$ cat config.mk
export PLATFORM = sky130hd
export DESIGN_NAME = piso_ctrl_flat
export DESIGN_NICKNAME = d
export VERILOG_FILES = /design/src/rtl/piso_ctrl_if.sv /design/src/rtl/piso_ctrl.sv /design/src/flat_wrapper.sv
export SDC_FILE = /design/constraint.sdc
export NUM_CORES = 1
export LEC_CHECK = 0
export BUFFER_PORTS_ARGS = -buffer_cell sky130_fd_sc_hd__buf_2
export CORE_ASPECT_RATIO = 0.7
export CORE_MARGIN = 2
export CORE_UTILIZATION = 50
export CTS_CLUSTER_SIZE = 24
export DETAILED_ROUTE_END_ITERATION = 16
export GPL_TIMING_DRIVEN = 0
export PLACE_DENSITY_LB_ADDON = 0.12
export SLEW_MARGIN = 20
export SYNTH_ARGS = -nofsm -noshare
export SYNTH_HDL_FRONTEND = slang
export SYNTH_SLANG_ARGS = --single-unit
$ cat constraint.sdc
create_clock -name clk_i -period 2.2 [get_ports clk_i]
set_clock_uncertainty 0.1 [all_clocks]
set_input_delay 0.44 -clock clk_i [delete_from_list [all_inputs] [get_ports clk_i]]
set_output_delay 0.44 -clock clk_i [all_outputs]
set_load 0.02 [all_outputs]
$ cat src/rtl/piso_ctrl_if.sv
// Word handshake and shift-register control bundle between a word source,
// piso_ctrl and the parallel-in/serial-out shift register.
interface piso_ctrl_if #(
   parameter int unsigned DATA_WIDTH = 8
);
   logic                  s_valid_i;
   logic                  s_ready_o;
   logic [DATA_WIDTH-1:0] s_data_i;
   logic                  piso_wr_en_o;
   logic                  piso_en_o;
   logic [DATA_WIDTH-1:0] piso_data_o;
   logic                  frame_o;
   logic                  last_o;
   logic                  busy_o;

   // Word source / observer side
   modport master (
      output s_valid_i,
      output s_data_i,
      input  s_ready_o,
      input  piso_wr_en_o,
      input  piso_en_o,
      input  piso_data_o,
      input  frame_o,
      input  last_o,
      input  busy_o
   );

   // Controller side
   modport slave (
      input  s_valid_i,
      input  s_data_i,
      output s_ready_o,
      output piso_wr_en_o,
      output piso_en_o,
      output piso_data_o,
      output frame_o,
      output last_o,
      output busy_o
   );
endinterface

$ cat src/rtl/piso_ctrl.sv
// Sequencer for an MSB-first PISO shift register: accepts a word, issues one
// load strobe, paces DATA_WIDTH-1 shift strobes, then an optional idle gap.
module piso_ctrl #(
   parameter int unsigned DATA_WIDTH = 8,
   parameter int unsigned CLK_DIV    = 4,
   parameter int unsigned GAP_BITS   = 1
) (
   input  logic       clk_i,
   input  logic       a_rst_i,
   input  logic       abort_i,
   piso_ctrl_if.slave bus
);
   localparam int unsigned DIV_W    = (CLK_DIV > 1) ? $clog2(CLK_DIV) : 1;
   localparam int unsigned BIT_W    = (DATA_WIDTH > 1) ? $clog2(DATA_WIDTH) : 1;
   localparam int unsigned GAP_CYC  = GAP_BITS * CLK_DIV;
   localparam int unsigned GAP_W    = (GAP_CYC > 1) ? $clog2(GAP_CYC) : 1;
   localparam int unsigned GAP_LAST = (GAP_CYC > 0) ? GAP_CYC - 1 : 0;

   localparam logic [DIV_W-1:0] DIV_END = DIV_W'(CLK_DIV - 1);
   localparam logic [BIT_W-1:0] BIT_END = BIT_W'(DATA_WIDTH - 1);
   localparam logic [GAP_W-1:0] GAP_END = GAP_W'(GAP_LAST);

   typedef enum logic [1:0] {
      ST_IDLE,
      ST_LOAD,
      ST_SHIFT,
      ST_GAP
   } state_t;

   state_t                r_state;
   logic [DIV_W-1:0]      r_div_cnt;
   logic [BIT_W-1:0]      r_bit_cnt;
   logic [GAP_W-1:0]      r_gap_cnt;
   logic [DATA_WIDTH-1:0] r_data;
   logic                  r_armed;

   logic w_div_wrap;
   logic w_bit_last;
   logic w_shift;
   logic w_ready;
   logic w_hs;

   assign w_div_wrap = (r_div_cnt == DIV_END);
   assign w_bit_last = (r_bit_cnt == BIT_END);
   assign w_shift    = (r_state == ST_SHIFT);
   // r_armed holds ready low through reset until the first edge after release
   assign w_ready    = (r_state == ST_IDLE) && r_armed && !abort_i;
   assign w_hs       = bus.s_valid_i && w_ready;

   // Only abort_i gates the state decode; the last bit period issues no shift
   assign bus.s_ready_o    = w_ready;
   assign bus.piso_wr_en_o = (r_state == ST_LOAD) && !abort_i;
   assign bus.piso_en_o    = w_shift && w_div_wrap && !w_bit_last && !abort_i;
   assign bus.frame_o      = w_shift && !abort_i;
   assign bus.last_o       = w_shift && w_bit_last && !abort_i;
   assign bus.busy_o       = (r_state != ST_IDLE);
   assign bus.piso_data_o  = r_data;

   always_ff @(posedge clk_i or posedge a_rst_i) begin
      if (a_rst_i) begin
         r_state   <= ST_IDLE;
         r_div_cnt <= '0;
         r_bit_cnt <= '0;
         r_gap_cnt <= '0;
         r_data    <= '0;
         r_armed   <= 1'b0;
      end else begin
         r_armed <= 1'b1;
         if (abort_i) begin
            r_state   <= ST_IDLE;
            r_div_cnt <= '0;
            r_bit_cnt <= '0;
            r_gap_cnt <= '0;
         end else begin
            unique case (r_state)
               ST_IDLE: begin
                  if (w_hs) begin
                     r_data  <= bus.s_data_i;
                     r_state <= ST_LOAD;
                  end
               end
               ST_LOAD: begin
                  r_div_cnt <= '0;
                  r_bit_cnt <= '0;
                  r_state   <= ST_SHIFT;
               end
               ST_SHIFT: begin
                  if (w_div_wrap) begin
                     r_div_cnt <= '0;
                     if (w_bit_last) begin
                        r_bit_cnt <= '0;
                        r_gap_cnt <= '0;
                        r_state   <= (GAP_CYC > 0) ? ST_GAP : ST_IDLE;
                     end else begin
                        r_bit_cnt <= r_bit_cnt + BIT_W'(1);
                     end
                  end else begin
                     r_div_cnt <= r_div_cnt + DIV_W'(1);
                  end
               end
               ST_GAP: begin
                  if (r_gap_cnt == GAP_END) begin
                     r_gap_cnt <= '0;
                     r_state   <= ST_IDLE;
                  end else begin
                     r_gap_cnt <= r_gap_cnt + GAP_W'(1);
                  end
               end
               default: r_state <= ST_IDLE;
            endcase
         end
      end
   end
endmodule

$ cat src/flat_wrapper.sv
// flat-port wrapper written by rule: the top's interface ports become plain ports
module piso_ctrl_flat 
#(
   parameter int unsigned DATA_WIDTH = 8,
   parameter int unsigned CLK_DIV    = 4,
   parameter int unsigned GAP_BITS   = 1
)
  (clk_i, a_rst_i, abort_i, bus_s_valid_i, bus_s_data_i, bus_s_ready_o, bus_piso_wr_en_o, bus_piso_en_o, bus_piso_data_o, bus_frame_o, bus_last_o, bus_busy_o);
  piso_ctrl_if #(.DATA_WIDTH(DATA_WIDTH)) bus_i ();
  input  logic clk_i;
  input  logic a_rst_i;
  input  logic abort_i;
  input wire logic [$bits(bus_i.s_valid_i)-1:0] bus_s_valid_i;
  input wire logic [$bits(bus_i.s_data_i)-1:0] bus_s_data_i;
  output wire logic [$bits(bus_i.s_ready_o)-1:0] bus_s_ready_o;
  output wire logic [$bits(bus_i.piso_wr_en_o)-1:0] bus_piso_wr_en_o;
  output wire logic [$bits(bus_i.piso_en_o)-1:0] bus_piso_en_o;
  output wire logic [$bits(bus_i.piso_data_o)-1:0] bus_piso_data_o;
  output wire logic [$bits(bus_i.frame_o)-1:0] bus_frame_o;
  output wire logic [$bits(bus_i.last_o)-1:0] bus_last_o;
  output wire logic [$bits(bus_i.busy_o)-1:0] bus_busy_o;
  assign bus_i.s_valid_i = bus_s_valid_i;
  assign bus_i.s_data_i = bus_s_data_i;
  assign bus_s_ready_o = bus_i.s_ready_o;
  assign bus_piso_wr_en_o = bus_i.piso_wr_en_o;
  assign bus_piso_en_o = bus_i.piso_en_o;
  assign bus_piso_data_o = bus_i.piso_data_o;
  assign bus_frame_o = bus_i.frame_o;
  assign bus_last_o = bus_i.last_o;
  assign bus_busy_o = bus_i.busy_o;
  piso_ctrl #(.DATA_WIDTH(DATA_WIDTH), .CLK_DIV(CLK_DIV), .GAP_BITS(GAP_BITS)) u_core (.clk_i(clk_i), .a_rst_i(a_rst_i), .abort_i(abort_i), .bus(bus_i));
endmodule
## Word level (Yosys, flattened, before mapping)

Cells that the tools add are included.

| word-level totals | value |
|---|---|
| register bits after elaboration | 18 |
| bits in latches | 0 |
| RAM bits | 0 |
| bits in read-only memories | 0 |
| bits of input ports | 12 |
| logic and storage cells | 58 |
| memories kept | 0 |

| cells by class | value |
|---|---|
| add/sub/neg operators | 3 |
| $mul | 0 |
| divide/modulo/power cells | 0 |
| magnitude comparators | 0 |
| equal/unequal tests | 10 |
| shift operators | 0 |
| multiplexer cells | 18 |
| bitwise operators | 1 |
| reduce and logical (&&, ||, !) cells | 20 |

Operator list:

| kind | number |
|---|---|
| 2-to-1 mux 2 bit | 11 |
| != test 3 x 2 -> 1 bit (second input constant) | 4 |
| logical AND 1 bit | 10 |
| 2-to-1 mux 3 bit | 3 |
| == test 2 bit (second input constant) | 4 |
| case mux 2 bit (2 select lines) | 2 |
| case mux 2 bit (4 select lines) | 1 |
| case mux 3 bit (2 select lines) | 1 |
| AND reduction 3 bit | 2 |
| nonzero test 3 bit | 2 |
| adder 2 x 1 -> 2 bit (second input constant) | 2 |
| AND reduction 4 bit | 1 |
| adder 3 x 1 -> 3 bit (second input constant) | 1 |
| == test 3 bit (second input constant) | 1 |
| == test 2 x 1 -> 1 bit (second input constant) | 1 |
| logical NOT 1 bit | 2 |
| logical NOT 2 bit | 1 |
| AND reduction 2 bit | 1 |
| nonzero test 2 bit | 1 |
| NOT 1 bit | 1 |

## Longest topological paths before layout

| logic depth | value |
|---|---|
| word-level depth | 7 |
| mapped depth | 6 |
| gate-level depth less buffers | 5 |

## Worst setup path before layout

Ideal clock, no wire load.

| path | value |
|---|---|
| path type | register to output |
| start point | register u_core.r_state[0] |
| end point | output port bus_piso_en_o |
| arrival time | 1.595 ns |
| setup slack | 0.065 ns |
| cell stages (with the launch flop) | 6 |
| path buffers | 1 |
| path through | dfrtp_1 > inv_1 > ha_1 > clkbuf_1 > nor2b_1 > and3b_2 |

| on the way | value |
|---|---|
| word-level cells in the longest chain between the ends | 4 |

Ends and longest elaborated chain:

| item | RTL line | text |
|---|---|---|
| start, declared | piso_ctrl.sv:30 | `state_t r_state;` |
| start signal, assigned | piso_ctrl.sv:93 | `r_state <= (GAP_CYC > 0) ? ST_GAP : ST_IDLE;` |
| == test 2 bit | piso_ctrl.sv:45 | `assign w_shift = (r_state == ST_SHIFT);` |
| logical AND 1 bit (3 in a row) | piso_ctrl.sv:53 | `assign bus.piso_en_o = w_shift && w_div_wrap && !w_bit_last && !abort_i;` |
| end, declared | flat_wrapper.sv:17 | `output wire logic [$bits(bus_i.piso_en_o)-1:0] bus_piso_en_o;` |

Every way passes these cells.

## Worst setup path in the final report

| path | value |
|---|---|
| start point | register u_core.r_bit_cnt[0] |
| end point | output port bus_piso_en_o |

| on the way | value |
|---|---|
| word-level cells in the longest chain between the ends | 4 |

Ends and longest elaborated chain:

| item | RTL line | text |
|---|---|---|
| start, declared | piso_ctrl.sv:32 | `logic [BIT_W-1:0] r_bit_cnt;` |
| start signal, assigned | piso_ctrl.sv:95 | `r_bit_cnt <= r_bit_cnt + BIT_W'(1);` |
| == test 3 bit | piso_ctrl.sv:44 | `assign w_bit_last = (r_bit_cnt == BIT_END);` |
| logical NOT 1 bit | piso_ctrl.sv:53 |  |
| logical AND 1 bit (2 in a row) | piso_ctrl.sv:53 |  |

Every way passes these cells.

==> results.sh <==
export IMPL_syn_area_per_cell_um2=11.38
export IMPL_async_reset_ff_frac=1.000
export IMPL_drt_total_wl_um=1663
export IMPL_cts_tree="yes"
export IMPL_drv_cap=0
export IMPL_clock_latency_ns=0.30
export IMPL_hold_viol_final=0
export IMPL_syn_nets=104
export IMPL_fmax_ghz=0.4820
export IMPL_syn_to_final_growth_pct=21.20
export IMPL_nets=133
export IMPL_status="finished clean"
export IMPL_die_width_um=56.26
export IMPL_fp_row_count=13
export IMPL_required_ns=1.66
export IMPL_cts_inserted_buffers=3
export IMPL_die_h_um=40.58
export IMPL_root_buffer="clkbuf_4"
export IMPL_critPathCaptureType="output pin"
export IMPL_vias=688
export IMPL_drv_slew=0
export IMPL_numPortBuffers=25
export IMPL_post_cts_buffers=0
export IMPL_p_leak_uw=0.0005833
export IMPL_clock_path_buffers=2
export IMPL_crit_path_cell_trace="ha_1, ha_2, and3b_2, buf_2"
export IMPL_rsz0062_at_grt="no"
export IMPL_hold_path_class="input port to asynchronous set/reset pin"
export IMPL_setup_viol=0
export IMPL_track_usage=0.1728
export IMPL_io_pins=26
export IMPL_drt_iter0_drc=5
export IMPL_final_cell_count_no_fill=134
export IMPL_antenna_found_initial=0
export IMPL_setup_worst_path_class="flop to output pin"
export IMPL_die_area_um2=2283
export IMPL_wl_per_cell_um=12.41
export IMPL_grt_max_degree=19
export IMPL_critPathMaxFanout=5
export IMPL_slowest_stage="dfrtp_1"
export IMPL_gp_congestion=0.8506
export IMPL_drive_gt1_frac=0.4554
export IMPL_cp_start_kind="flop"
export IMPL_antennaDiodeCount=0
export IMPL_yosysUniqueCellTypes=25
export IMPL_htree_levels=1
export IMPL_start_util=0.5247
export IMPL_period_share=0.9430
export IMPL_setup_tns_final_ns=0
export IMPL_final_min_clock_period_ns=2.075
export IMPL_synth_cells=84
export IMPL_worstMarginPinSlew_ns=0.6606
export IMPL_hold_slack_ns=0.1118
export IMPL_power_density_nw_per_um2=1035
export IMPL_cts_num_sinks=18
export IMPL_cpPeakStageDelay_ns=0.43
export IMPL_synthesis_area_um2=955.9
export IMPL_synth_seq_area_share=0.4712
export IMPL_grt_pass1_wl_um=2753
export IMPL_worstPathArrival_ns=1.53
export IMPL_dp_hpwl_um=1290
export IMPL_maxSlewHeadroom=0.5591
export IMPL_overflow=0
export IMPL_ys_ff_latch=18
export IMPL_grt_pass1_vias=634
export IMPL_dp_cells=131
export IMPL_clk_pin_slew_ns=0.10
export IMPL_synthFlopType="dfrtp_1"
export IMPL_fp_coreArea_um2=1822
export IMPL_firstDrtPassIters=2
export IMPL_vias_per_cell=5.134
export IMPL_ys_warn_count=0
export IMPL_synth_edf_count=0
export IMPL_ir_drop_mv=0.5657
export IMPL_route_detailed_drc=0
export IMPL_ant_nets=0
[registers in the layout, indices dropped and copies added, names as in the netlist]
signal	cells
u_core.r_div_cnt	2
u_core.r_armed	1
u_core.r_gap_cnt	2
u_core.r_state	2
u_core.r_bit_cnt	3
u_core.bus.piso_data_o	8
[through the flow]
| step | power (uW) | cell area [um2] | setup slack [ns] | utilization |
|---|---|---|---|---|
| floorplan | 840.7 | 955.9 | 0.06459 | - |
| global placement | 980.2 | 1109 | 0.1602 | 0.6085 |
| detailed placement | 995.9 | 1109 | 0.1217 | 0.6085 |
| CTS | 1216 | 1154 | 0.02628 | 0.6332 |
| global route | 1284 | 1159 | 0.01429 | 0.6360 |
| finish | 1200 | 1159 | 0.1254 | 0.6360 |
[where the power goes]
group / total [uW] / internal (uW) / switching [uW] / leakage (uW)
logic: 516 / 223 / 293 / 0.000331
registers: 477 / 425 / 52.3 / 0.000231
clock network: 206 / 101 / 105 / 0.0000210
total: 1200 / 749 / 450 / 0.000583
[per-layer routing]
layer | vias up | GRT usage | wire length [um]
met5 | - | 0 | 0
met4 | 0 | 0.1071 | 37
met3 | 5 | 0.05806 | 78
met2 | 11 | 0.3029 | 825
met1 | 324 | 0.1917 | 722
li1 | 348 | - | -
[area by class of cell]
| cell class | instances | area (um2) |
|---|---|---|
| Buffer | 1 | 3.754 |
| Clock buffer | 4 | 36.28 |
| Multi-Input combinational cell | 59 | 496.7 |
| Timing Repair Buffer | 25 | 125.1 |
| Fill cell | 166 | 663.1 |
| Sequential cell | 18 | 450.4 |
| Tap cell | 22 | 27.53 |
| Inverter | 5 | 18.77 |
[kinds of logic after synthesis]
logic type	after synthesis	share of synthesized area
AND/OR/NAND/NOR	26	0.1806
flip-flops	18	0.4712
AO/OA/AOI/OAI	13	0.08507
multiplexers	11	0.1270
adder cells (fa/ha/maj)	8	0.1047
buffers and inverters	7	0.02749
other	1	0.003923
[repair_timing]
item | in CTS | in global routing
hold buffers | 0 | 0
endpoints found under the setup margin | 3 | 2
gates cloned | 0 | 0
resized for setup | 2 | 3
[path summary, 6_finish.rpt]
kind	start	endpoint	slack, ns	cells after the start
worst max-delay path	u_core.r_bit_cnt[0]$_DFFE_PP0P_	bus_piso_en_o	0.13	4
worst min-delay path	a_rst_i	u_core.r_bit_cnt[1]$_DFFE_PP0P_	0.11	2
worst max register to register	u_core.r_bit_cnt[0]$_DFFE_PP0P_	u_core.r_state[0]$_DFFE_PP0P_	0.47	5
worst min register to register	u_core.bus.piso_data_o[5]$_DFFE_PP0P_	u_core.bus.piso_data_o[5]$_DFFE_PP0P_	0.41	1
max in group asynchronous	a_rst_i	u_core.bus.piso_data_o[2]$_DFFE_PP0P_	1.47	2
min in group clk_i	bus_s_data_i[0]	u_core.bus.piso_data_o[0]$_DFFE_PP0P_	0.26	2
[cells in the final DEF, fill, tap and decap left out]
cell and count:
buf_2 25, dfrtp_1 18, mux2_2 9, nor2_1 6, a21oi_1 6, ha_1 6, o21ai_0 5, inv_1 4
and2b_2 3, clkbuf_4 3, nand3b_1 2, nor3b_1 2, mux2i_1 2, and3b_2 2, nand2b_1 2, and3b_1 1
nand2_2 1, a21boi_2 1, clkbuf_1 1, nand3_1 1, inv_2 1, a221oi_2 1, nor2b_1 1, nor2b_2 1
and2_1 1, or4b_1 1, or3b_2 1, nand2_1 1, ha_2 1, ha_4 1, clkbuf_8 1, conb_1 1
[synthesized netlist by cell type (all sizes together) (2+ instances only)]
cell    number  share of area
mux2i        2          0.021
o21ai        5          0.026
inv          5          0.020
nand2        2          0.010
dfrtp       18           0.47
clkbuf       2         0.0079
ha           8           0.10
nor3b        2          0.016
nand3b       2          0.016
mux2         9           0.11
and2b        3          0.027
and3b        3          0.030
a21oi        6          0.031
nor2         6          0.024
nor2b        2          0.013
nand2b       2          0.013
[worst max-delay path, delay by kind of cell, from the launching register on]
kind                       cells  cell delay (ns)
DFF                            1             0.43
adders and majority gates      2             0.43
and+or+nand+nor                1             0.23
buffers and inverters          1             0.15
(Power assumes the default switching activity.)
